[src/rtl/bm_dag1_pkg.sv]
// bm_dag1_pkg: shared constants, state enum and FIFO entry type for the dag1 result packer
// Optional feature macro: PACKER_PARITY_EN adds a stored even-parity bit to every FIFO entry.
package bm_dag1_pkg;
    function automatic int clog2(input int v);
        int r;
        r = 0;
        while ((1 << r) < v) r++;
        return r;
    endfunction
    localparam int N_BITS   = 2;
    localparam int N_PACK   = 4;
    localparam int N_DEPTH  = 4;
    localparam int SAMPLE_W = N_BITS + 1;
    localparam int WORD_W   = N_PACK * SAMPLE_W;
    localparam int FILL_W   = clog2(N_PACK + 1);
    localparam int LVL_W    = clog2(N_DEPTH + 1);
`ifdef PACKER_PARITY_EN
    localparam int OUT_W    = WORD_W + 1;
`else
    localparam int OUT_W    = WORD_W;
`endif
    typedef enum logic {PACK, FLUSH_PEND} packer_state_t;
    typedef struct packed {
`ifdef PACKER_PARITY_EN
        logic              parity;
`endif
        logic [FILL_W-1:0] fill;
        logic [WORD_W-1:0] word;
    } fifo_entry_t;
endpackage

[src/rtl/bm_dag1_word_fifo.sv]
// bm_dag1_word_fifo: synchronous show-ahead FIFO with registered level
// Ports: clock, reset_n (sync, active-low), push/push_data, pop, head (entry at read pointer),
//        full, empty, level (0..DEPTH). DEPTH must be a power of two so pointers wrap naturally.
module bm_dag1_word_fifo
    import bm_dag1_pkg::*;
#(
    parameter int WIDTH = 8,
    parameter int DEPTH = 4
) (
    input  logic                        clock,
    input  logic                        reset_n,
    input  logic                        push,
    input  logic [WIDTH-1:0]            push_data,
    input  logic                        pop,
    output logic [WIDTH-1:0]            head,
    output logic                        full,
    output logic                        empty,
    output logic [clog2(DEPTH+1)-1:0]   level
);
    localparam int LW    = clog2(DEPTH + 1);
    localparam int PTR_W = clog2(DEPTH) < 1 ? 1 : clog2(DEPTH);
    logic [WIDTH-1:0] mem [DEPTH];
    logic [PTR_W-1:0] wr_ptr, rd_ptr;
    logic             do_push, do_pop;
    assign full    = level == LW'(DEPTH);
    assign empty   = level == '0;
    assign do_push = push && !full;
    assign do_pop  = pop && !empty;
    assign head    = mem[rd_ptr];
    always_ff @(posedge clock) begin
        if (!reset_n) begin
            wr_ptr <= '0;
            rd_ptr <= '0;
            level  <= '0;
        end else begin
            wr_ptr <= wr_ptr + PTR_W'(do_push);
            rd_ptr <= rd_ptr + PTR_W'(do_pop);
            level  <= level + LW'(do_push) - LW'(do_pop);
        end
    end
    always_ff @(posedge clock)
        if (do_push) mem[wr_ptr] <= push_data;
endmodule

[src/rtl/bm_dag1_result_packer.sv]
// bm_dag1_result_packer: packs dag1 (out1,out0) samples into wide words buffered in a FIFO
// Ports: clock, reset_n (sync, active-low); in_valid/in_ready/out0_in/out1_in sample input;
//        flush emits the partial word; word_out/word_fill/word_valid/word_ready FIFO head port;
//        fifo_level occupancy. Macro PACKER_PARITY_EN appends an even-parity MSB to word_out.
module bm_dag1_result_packer
    import bm_dag1_pkg::*;
(
    input  logic              clock,
    input  logic              reset_n,
    input  logic              in_valid,
    output logic              in_ready,
    input  logic [N_BITS-1:0] out0_in,
    input  logic              out1_in,
    input  logic              flush,
    output logic [OUT_W-1:0]  word_out,
    output logic [FILL_W-1:0] word_fill,
    output logic              word_valid,
    input  logic              word_ready,
    output logic [LVL_W-1:0]  fifo_level
);
    packer_state_t     state;
    logic [FILL_W-1:0] count, fill_next;
    logic [WORD_W-1:0] slots, merged;
    logic              accept, last, flush_req, push, full, empty;
    fifo_entry_t       wr_entry, head;
    assign last      = count == FILL_W'(N_PACK - 1);
    assign in_ready  = state == PACK && (!full || !last);
    assign accept    = in_valid && in_ready;
    assign flush_req = state == PACK && flush && (count != '0 || accept);
    // the word as it stands after this cycle's sample, so every push path shares one datapath
    assign merged    = accept ? slots | (WORD_W'({out1_in, out0_in}) << (count * SAMPLE_W)) : slots;
    assign fill_next = count + FILL_W'(accept);
    // a full-word commit can never hit a full FIFO because in_ready is low for that slot
    assign push      = state == FLUSH_PEND ? !full : (accept && last) || (flush_req && !full);
    assign wr_entry.fill = fill_next;
    assign wr_entry.word = merged;
`ifdef PACKER_PARITY_EN
    assign wr_entry.parity = ^merged;
    assign word_out = empty ? '0 : {head.parity, head.word};
`else
    assign word_out = empty ? '0 : head.word;
`endif
    assign word_fill  = empty ? '0 : head.fill;
    assign word_valid = !empty;
    always_ff @(posedge clock) begin
        if (!reset_n || push) begin
            state <= PACK;
            count <= '0;
            slots <= '0;
        end else begin
            count <= fill_next;
            slots <= merged;
            if (flush_req) state <= FLUSH_PEND;
        end
    end
    bm_dag1_word_fifo #(.WIDTH($bits(fifo_entry_t)), .DEPTH(N_DEPTH)) u_fifo (
        .clock     (clock),
        .reset_n   (reset_n),
        .push      (push),
        .push_data (wr_entry),
        .pop       (word_ready && word_valid),
        .head      (head),
        .full      (full),
        .empty     (empty),
        .level     (fifo_level)
    );
endmodule

[config.mk]
export PLATFORM = sky130hd
export DESIGN_NAME = bm_dag1_result_packer
export DESIGN_NICKNAME = d
export VERILOG_FILES = /design/src/rtl/bm_dag1_pkg.sv /design/src/rtl/bm_dag1_word_fifo.sv /design/src/rtl/bm_dag1_result_packer.sv
export SDC_FILE = /design/constraint.sdc
export NUM_CORES = 1
export LEC_CHECK = 0
export CORE_MARGIN = 4
export CORE_UTILIZATION = 52
export CTS_CLUSTER_SIZE = 28
export DETAILED_ROUTE_END_ITERATION = 10
export PLACE_DENSITY = 0.87
export SYNTH_ARGS = -nofsm -noshare
export SYNTH_HDL_FRONTEND = slang
export SYNTH_HIERARCHICAL = 1
export SYNTH_SLANG_ARGS = --single-unit
[constraint.sdc]
create_clock -name clock -period 2.6 [get_ports clock]
set_clock_uncertainty 0.15 [all_clocks]
set_input_delay 0.26 -clock clock [delete_from_list [all_inputs] [get_ports clock]]
set_output_delay 0.26 -clock clock [all_outputs]
set_load 0.02 [all_outputs]
## Yosys cells after proc, flatten, opt, wreduce, memory -nomap -nowiden

Memories as Yosys holds them, arrays and structs flattened. A register that Yosys moved wholly into a read port is not among the register bits.
Index checks and enable logic that the tools add are counted.

| storage, ports and cells | value |
|---|---|
| output and inout port bits | 20 |
| bits in writable memories | 60 |
| memories | 1 |
| input port bits | 8 |
| register bits | 23 |
| word-level logic and storage cells | 44 |

| operators by class | value |
|---|---|
| equal/unequal tests | 2 |
| shift operators | 1 |
| reduce and logical (&&, ||, !) cells | 19 |
| bitwise gates (word level) | 2 |
| mux-type cells | 7 |
| add/sub/neg operators | 5 |
| multipliers | 1 |

Memory list:

| name | depth | width | read ports | clocked after memory_dff | wr ports | line | source |
|---|---|---|---|---|---|---|---|
| u_fifo.mem | 4 | 15 | 1 | 1 | 1 | bm_dag1_word_fifo.sv:22 | `logic [WIDTH-1:0] mem [DEPTH];` |

Operators by type and width:

| kind | number |
|---|---|
| $mux W12 | 2 |
| $or A12 B12 Y12 | 1 |
| $shl A3 B5 Y12 | 1 |
| $logic_and A1 B1 Y1 | 9 |
| $add A3 B1 Y3 | 2 |
| $mul A3 B2 Y5 const B | 1 |
| $add A2 B1 Y2 | 2 |
| $logic_not A1 Y1 | 4 |
| $logic_or A1 B1 Y1 | 4 |
| $eq A3 B2 Y1 const B | 1 |
| $eq A3 B3 Y1 const B | 1 |
| $logic_not A3 Y1 | 1 |
| $mux W1 | 3 |
| $mux W3 | 1 |
| $reduce_bool A3 Y1 | 1 |
| $sub A3 B1 Y3 | 1 |
| $mux W2 | 1 |
| $not A1 Y1 | 1 |

## Logic depth before layout (Yosys ltp)

Gate-level depths: netlist (run 1).

| depth | value |
|---|---|
| depth after elaboration | 13 |
| gate-level depth with buffers | 12 |
| depth with buffers taken out | 12 |

## Hierarchy

Netlist (run 1), hierarchy kept.

By module, submodules not included:

| module | sequential area each (um^2) | times used | area each (um^2) | cells an instance |
|---|---|---|---|---|
| bm_dag1_word_fifo | 1,941.9 | 1 | 2,566.2 | 114 |
| bm_dag1_result_packer | 320.3 | 1 | 875.8 | 95 |

## Worst setup path after synthesis (run 1)

No wires, ideal clock.

| timing path | value |
|---|---|
| path kind | register -> register |
| start | register u_fifo.level[0] |
| end | memory u_fifo/mem[1][0] (netlist name) (enable) |
| stages on the path, launching flop included | 7 |
| setup slack | -372 ps |
| setup time | 409 ps |
| arrival | 2,413 ps |
| buffers on the path | 0 |
| period minus slack after synthesis | 2,972 ps |
| data required time | 2,041 ps |
| cell sequence | dfxtp_1 nor3b_2 and3b_1 nand2_1 o21ai_1 nand2b_4 nor3b_1 |

| on the way | value |
|---|---|
| word-level cells in the longest chain between the ends | 13 |
| elaborated cells on any way between the ends | 14 |
| classes of those cells | eq/ne (1); mux (3); reduce/logical (10) |

RTL lines:

| what | line | source |
|---|---|---|
| start: declaration | bm_dag1_word_fifo.sv:18 | `output logic [clog2(DEPTH+1)-1:0] level` |
| start signal: assignment | bm_dag1_word_fifo.sv:38 | `level <= level + LW'(do_push) - LW'(do_pop);` |
| $eq A3 B3 Y1 * | bm_dag1_word_fifo.sv:25 | `assign full = level == LW'(DEPTH);` |
| named net full | bm_dag1_result_packer.sv:24 | `logic accept, last, flush_req, push, full, empty;` |
| $logic_not A1 Y1 * | bm_dag1_result_packer.sv:27, bm_dag1_result_packer.sv:34 |  |
| $logic_or A1 B1 Y1 | bm_dag1_result_packer.sv:27 | `assign in_ready = state == PACK && (!full \|\| !last);` |
| $logic_and A1 B1 Y1 | bm_dag1_result_packer.sv:27 |  |
| $logic_and A1 B1 Y1 | bm_dag1_result_packer.sv:28 | `assign accept = in_valid && in_ready;` |
| $logic_or A1 B1 Y1 | bm_dag1_result_packer.sv:29 | `assign flush_req = state == PACK && flush && (count != '0 \|\| accept);` |
| $logic_and A1 B1 Y1 | bm_dag1_result_packer.sv:29 |  |
| $logic_and A1 B1 Y1 | bm_dag1_result_packer.sv:34 | `assign push = state == FLUSH_PEND ? !full : (accept && last) \|\| (flush_req && !full);` |
| $logic_or A1 B1 Y1 | bm_dag1_result_packer.sv:34 |  |
| $mux W1 * | bm_dag1_result_packer.sv:34 |  |
| named net push | bm_dag1_result_packer.sv:24 |  |
| $logic_and A1 B1 Y1 * | bm_dag1_word_fifo.sv:27 | `assign do_push = push && !full;` |
| $mux W1 * | bm_dag1_word_fifo.sv:42 | `if (do_push) mem[wr_ptr] <= push_data;` |
| $mux W1 (not written as such) * | bm_dag1_word_fifo.sv:42 |  |
| end: declaration | bm_dag1_word_fifo.sv:22 |  |

The timed path passes the listed nets; every way through them passes the cells marked *.

## Final worst setup path (run 1)

| timing path | value |
|---|---|
| start | register count[0] |
| end | register u_fifo.level[2] |

| on the way | value |
|---|---|
| word-level cells in the longest chain between the ends | 13 |
| elaborated cells on any way between the ends | 15 |
| classes of those cells | add/sub (2); eq/ne (1); mux (1); reduce/logical (11) |

RTL lines:

| what | line | source |
|---|---|---|
| start: declaration | bm_dag1_result_packer.sv:22 | `logic [FILL_W-1:0] count, fill_next;` |
| start signal: assignment | bm_dag1_result_packer.sv:51 | `count <= fill_next;` |
| $eq A3 B2 Y1 | bm_dag1_result_packer.sv:26 | `assign last = count == FILL_W'(N_PACK - 1);` |
| $logic_not A1 Y1 | bm_dag1_result_packer.sv:27 |  |
| $logic_or A1 B1 Y1 | bm_dag1_result_packer.sv:27 |  |
| $logic_and A1 B1 Y1 | bm_dag1_result_packer.sv:27 |  |
| $logic_and A1 B1 Y1 | bm_dag1_result_packer.sv:28 |  |
| $logic_or A1 B1 Y1 | bm_dag1_result_packer.sv:29 |  |
| $logic_and A1 B1 Y1 | bm_dag1_result_packer.sv:29 |  |
| $logic_and A1 B1 Y1 | bm_dag1_result_packer.sv:34 |  |
| $logic_or A1 B1 Y1 * | bm_dag1_result_packer.sv:34 |  |
| $mux W1 * | bm_dag1_result_packer.sv:34 |  |
| named net push | bm_dag1_result_packer.sv:24 |  |
| $logic_and A1 B1 Y1 * | bm_dag1_word_fifo.sv:27 |  |
| $add A3 B1 Y3 * | bm_dag1_word_fifo.sv:38 |  |
| $sub A3 B1 Y3 * | bm_dag1_word_fifo.sv:38 |  |

Marked as above.
A chain may end at the register's enable or synchronous reset.

==> flow_summary.json, run 1 <==
{
  "status": "finished clean",
  "num_vias": 1887,
  "critPathSlowestCell": "or4_4",
  "crit_path_frequent_cell": "xnor2_1",
  "setup_tns_ns": 0,
  "synthArstFlopShare_pct": 0,
  "cts_hold_buf": 0,
  "cts_buffers": 9,
  "ioPinCount": 28,
  "period_needed_ns": 2.55,
  "cp.depth": 11,
  "cp_max_fo": 2,
  "first_pass_iters": 4,
  "vdd_drop_max_mv": 0.459,
  "rows": 29,
  "max_cap_violations": 0,
  "post-cts-setup-buffers": 0,
  "path_delay_family": "simple AND/OR/NAND/NOR gates",
  "routed_wl_mm": 6.10,
  "drive_gt1_share_pct": 28.1,
  "worstMarginPinSlew_ns": 0.466,
  "slew_viol_final": 0,
  "drc": 0,
  "finalCritPeriodShare_pct": 98.0,
  "start_util_pct": 53.9,
  "hp-class": "flip-flop to flip-flop",
  "ant_nets": 0,
  "slowest_delay_ns": 0.55,
  "htreeDepth": 3,
  "final_core_util_pct": 66.0,
  "power_frac_seq_pct": 43.2,
  "n_antenna_cell": 0,
  "syn_area_per_cell_um2": 16.5,
  "power.density_nw_per_um2": 903,
  "timing.hold.ws_ns": 0.313,
  "synth_top_cell_area_share_pct": 52.3,
  "syn_area_um2": 3440,
  "wl_met3_um": 213,
  "finalPower_mw": 3.80,
  "synth_seq_cells": 83,
  "setup_viol": 0,
  "worstSetupEndpoint": "u_fifo/level[2]",
  "grt_setup_unrepaired": "true",
  "yosys.area.top_type": "edfxtp_1",
  "postSynthCellCount": 209,
  "critPathLaunch": "count[0]",
  "cts-root-buf": "clkbuf_8",
  "syn_to_final_growth_pct": 22.4,
  "die_y_um": 89.4,
  "grt_use_total_pct": 17.8,
  "wl_met1_mm": 2.64,
  "synth_area_leaders": "edfxtp_1 52%, dfxtp_1 13%, mux4_2 7.9%",
  "cts_tree": "yes",
  "worstPathRequired_ns": 2.70,
  "critPathBufInv": 1,
  "cts_max_path_buffers": 2,
  "cts_resized": 1,
  "syn_nets": 222,
  "placedCellCount": 331,
  "startpoint_type": "flip-flop",
  "die_w_um": 89.4,
  "synth_seq_area_share_pct": 65.7,
  "synth_most_common_cell": "edfxtp_1",
  "p_int_mw": 2.70,
  "reg2reg_to": "u_fifo/level[2]",
  "synth_common_cells": "60 x edfxtp_1, 23 x dfxtp_1, 17 x nor2b_1",
  "nets": 278,
  "fill_cells": 448,
  "hold_viol": 0,
  "routed-wl-met2_mm": 3.05,
  "power.switching_mw": 1.11,
  "slew_headroom_pct": 68.9,
  "dp_hpwl_mm": 4.11,
  "via_per_inst": 5.44,
  "final_cell_count_no_fill": 347,
  "pwr-share-comb_pct": 32.8,
  "p_leak_nw": 1.60,
  "overflow": 0,
  "port_buffers": 27,
  "routedWlPerCell_um": 17.6,
  "critPathKind": "flip-flop to flip-flop",
  "drtIter0Drc": 107,
  "end_kind": "flip-flop",
  "maxClockFrequency_mhz": 393,
  "coreArea_um2": 6390,
  "cts.clk_slew.worst_paths_ns": 0.08,
  "ff2ff_path_depth": 11,
  "clock_latency_ns": 0.35,
  "grt_max_degree": 17,
  "arrival_ns": 2.65,
  "sw_frac_of_total_pct": 29.1,
  "r2r-start": "count[0]",
  "r2r_setup_slack_ns": 0.05,
  "die_area_um2": 7990,
  "place.gp.congestion": 0.781,
  "antenna_found_initial": 0,
  "crit_chain": "or4_4, a21oi_4, o21ai_2, nand2b_4, inv_2, xnor2_1, ha_2, fa_1, xnor2_1, xnor2_1, and2_1",
  "synthFlopType": "edfxtp_1",
  "ys_warn_count": 6,
  "clkPwrFrac_pct": 23.9,
  "cts.sinks": 83,
  "synth_edf_count": 60,
  "grt_pass1_vias": 1951,
  "grt_pass1_wl_mm": 10.1,
  "ys_types": 36,
  "dr.max_layer_used": "met4"
}
## power groups by stage
stage | Clock, mW | Sequential, mW | Combinational, mW
floorplan | 0 | 1.69 | 0.759
global placement | 0 | 1.66 | 1.24
detailed placement | 0 | 1.67 | 1.26
CTS | 0.934 | 1.64 | 1.27
global route | 1.00 | 1.66 | 1.36
finish | 0.911 | 1.64 | 1.25
## cells in the final DEF (no fill, tap or decap), types with 3 or more instances in the layout
cell type,n
nor4bb_1,3
nor3_2,7
mux4_2,12
edfxtp_1,60
and2_1,8
a21o_1,9
clkbuf_1,3
nor3b_1,6
ha_1,3
clkdlybuf4s50_1,22
inv_1,8
xnor2_1,5
mux4_1,3
nor3b_2,7
nand2_1,9
buf_4,23
clkbuf_8,11
dfxtp_1,21
nor2b_1,17
dlymetal6s2s_1,5
## state kept, by name, indices dropped and copies added (netlist names)
name and count:
u_fifo/mem 60, slots 12, count 3, u_fifo/level 3, u_fifo/rd_ptr 2, u_fifo/wr_ptr 2
state 1
## cell type report
type	instances	area, um2	area share (%)
multi-input combinational	109	1120	26.7
clock buffer	14	163	3.86
clock inverter	2	35.0	0.831
timing repair buffer	52	490	11.6
inverter	10	37.5	0.891
sequential	83	2270	53.8
tap	77	96.3	2.29
## how the worst min path moves through the flow
stage / from / to / slack, ns / cells after the start
2_1_floorplan: reset_n / state / 0.23 / 2
3_3_place_gp: slots[11] / slots[11] / 0.29 / 2
3_5_place_dp: slots[11] / slots[11] / 0.30 / 2
4_1_cts: slots[11] / slots[11] / 0.32 / 2
5_1_grt: slots[11] / slots[11] / 0.34 / 2
6_report: slots[11] / slots[11] / 0.31 / 2
## logic make-up after synthesis
kind of cell | Yosys count | synth area share, %
adders and majority gates | 5 | 2.04
buffers and inverters | 17 | 2.87
xor gates and xnor gates | 7 | 1.78
DFF | 83 | 65.7
muxes | 15 | 10.1
AOI/OAI and AO/OA | 16 | 3.60
and+or+nand+nor | 66 | 13.8
## stage by stage
| step | worst slack [ns] | instance area (um2) |
|---|---|---|
| 5_1_grt | -0.0393 | 4210 |
| 3_5_place_dp | -0.277 | 3990 |
| 3_3_place_gp | -0.233 | 3990 |
| 6_report | 0.0523 | 4210 |
| 2_1_floorplan | 0.00849 | 3480 |
| 4_1_cts | 0.0108 | 4190 |
## worst min-delay path, cell delays in order, from the launching register on
cell and delay [ns]:
dfxtp_1 0.30, inv_1 0.07, nor3_2 0.05
## metal layers
metal	vias to the layer above	GRT usage (%)
met5	-	0
li1	899	-
met2	32	27.6
met1	944	22.5
met4	0	9.74
met3	12	5.16
Note: power is estimated with default switching activity, not from simulation.
==> run 2: changes to the inputs <==
--- a/config.mk
+++ b/config.mk
@@ -9,7 +9,7 @@
 export CORE_UTILIZATION = 52
 export CTS_CLUSTER_SIZE = 28
 export DETAILED_ROUTE_END_ITERATION = 10
-export PLACE_DENSITY = 0.87
+export PLACE_DENSITY = 0.81
 export SYNTH_ARGS = -nofsm -noshare
 export SYNTH_HDL_FRONTEND = slang
 export SYNTH_HIERARCHICAL = 1
==> run 2 against run 1 <==
Global-route usage down 1.3 points. Clock power down 14%. Worst hold slack worse by 0.0040 ns. Die area unchanged.
==> flow_summary.json, run 2 (synthesized netlist as in run 1, its figures left out) <==
{
  "path_delay_family": "simple AND/OR/NAND/NOR gates",
  "clock_latency_ns": 0.34,
  "die_w_um": 89.4,
  "first_pass_iters": 4,
  "final_common_cell": "edfxtp_1",
  "arrival_ns": 2.65,
  "die_y_um": 89.4,
  "cts_buffers": 9,
  "crit_chain": "or4_4, a21oi_4, o21ai_2, nand2b_4, inv_2, xnor2_1, ha_2, fa_1, xnor2_1, xnor2_1, and2_1",
  "ant_nets": 0,
  "fin_ws_ns": 0.0347,
  "cts-root-buf": "clkbuf_8",
  "largest_registers": "u_fifo/mem: 60 flops, slots: 12 flops",
  "die_area_um2": 7990,
  "slowest_delay_ns": 0.56,
  "final_core_util_pct": 66.0,
  "overflow": 0,
  "regMostFlops": "u_fifo/mem",
  "p_leak_nw": 1.69,
  "slew_headroom_pct": 68.2,
  "start_util_pct": 53.9,
  "place_ws_ns": -0.245,
  "startpoint_type": "flip-flop",
  "status": "finished clean",
  "hold_viol": 0,
  "num_vias": 1879,
  "cts_max_path_buffers": 2,
  "dp_hpwl_mm": 4.01,
  "max_cap_violations": 0,
  "cts.sinks": 83,
  "routedWlPerCell_um": 17.0,
  "placedCellCount": 328,
  "place.gp.congestion": 0.823,
  "period_needed_ns": 2.57,
  "worstPathRequired_ns": 2.68,
  "port_buffers": 27,
  "drc": 0,
  "end_kind": "flip-flop",
  "setup_viol": 0,
  "n_antenna_cell": 0,
  "maxClockFrequency_mhz": 390,
  "critPathSlowestCell": "or4_4",
  "drive_gt1_share_pct": 27.7,
  "nets": 275,
  "finalCritPeriodShare_pct": 98.7,
  "post_dp_cell_area_um2": 4010,
  "cp_max_fo": 2,
  "largest_reg_flops": 60,
  "cts.clk_slew.worst_paths_ns": 0.08,
  "critPathBufInv": 1,
  "slew_viol_final": 0,
  "grt_setup_unrepaired": "true",
  "post-cts-setup-buffers": 0,
  "critPathKind": "flip-flop to flip-flop",
  "routed_wl_mm": 5.87,
  "coreArea_um2": 6390,
  "grt_use_total_pct": 16.5,
  "cts_tree": "yes",
  "layout_common_cells": "60 x edfxtp_1, 21 x dfxtp_1, 17 x nor2b_1, 17 x buf_4",
  "final_cell_count_no_fill": 344,
  "post-route-cell-area_um2": 4220,
  "ioPinCount": 28,
  "power.density_nw_per_um2": 865,
  "htreeDepth": 3,
  "rows": 29,
  "via_per_inst": 5.46,
  "grt_max_degree": 17,
  "crit_path_frequent_cell": "xnor2_1",
  "drtIter0Drc": 94,
  "vdd_drop_max_mv": 0.491,
  "grt_pass1_wl_mm": 9.45,
  "antenna_found_initial": 0,
  "hp-class": "flip-flop to flip-flop",
  "worstMarginPinSlew_ns": 0.477,
  "syn_to_final_growth_pct": 22.5,
  "grt_pass1_vias": 1843
}
[run 2: power breakdown]
group	internal, mW	leakage [nW]	switching [mW]
logic	0.609	0.889	0.606
clock network	0.372	0.0863	0.413
registers	1.58	0.712	0.0698
total	2.56	1.69	1.09
[run 2: tightest hold or removal path, delay by kind of cell (launching register included)]
| kind | cells | cell delay (ns) |
|---|---|---|
| buffers and inverters | 1 | 0.07 |
| AND/OR/NAND/NOR | 1 | 0.04 |
| flip-flops | 1 | 0.30 |
[run 2: path summary, 6_finish.rpt]
path | cells after the start | from | to | slack, ns
min reg2reg | 2 | slots[10] | slots[10] | 0.31
max | 11 | count[0] | u_fifo/level[2] | 0.03
max reg2reg | 11 | count[0] | u_fifo/level[2] | 0.03
min | 2 | slots[10] | slots[10] | 0.31
[run 2: area by class of cell]
class | count | area (um2)
clock buffers | 12 | 145
repair buffers | 49 | 520
well taps | 77 | 96.3
fillers | 432 | 2170
inverters | 10 | 37.5
flip-flops and latches | 83 | 2270
multi-input cells | 109 | 1120
clock inverters | 4 | 26.3
[run 2: repair_timing]
item | in CTS | in global routing
pin swaps | 0 | 0
setup endpoints to repair | 4 | 12
resized for setup | 4 | 13
hold buffers | 0 | 0
[run 2: routing by layer]
metal / track usage [%] / vias to the layer above / share of wire (%)
met2: 25.7 / 34 / 50
met4: 9.07 / 0 / 2.2
li1: - / 894 / -
met5: 0 / - / 0
met1: 22.0 / 941 / 45
met3: 2.86 / 10 / 2.9
[run 2: metrics by stage]
step	power, mW	TNS (ns)	hold WS, ns
5_1_grt	3.86	-0.0617	0.346
2_1_floorplan	2.44	0	0.231
6_report	3.65	0	0.309
3_3_place_gp	2.91	-0.207	0.293
3_5_place_dp	2.95	-0.284	0.295
4_1_cts	3.71	0	0.310
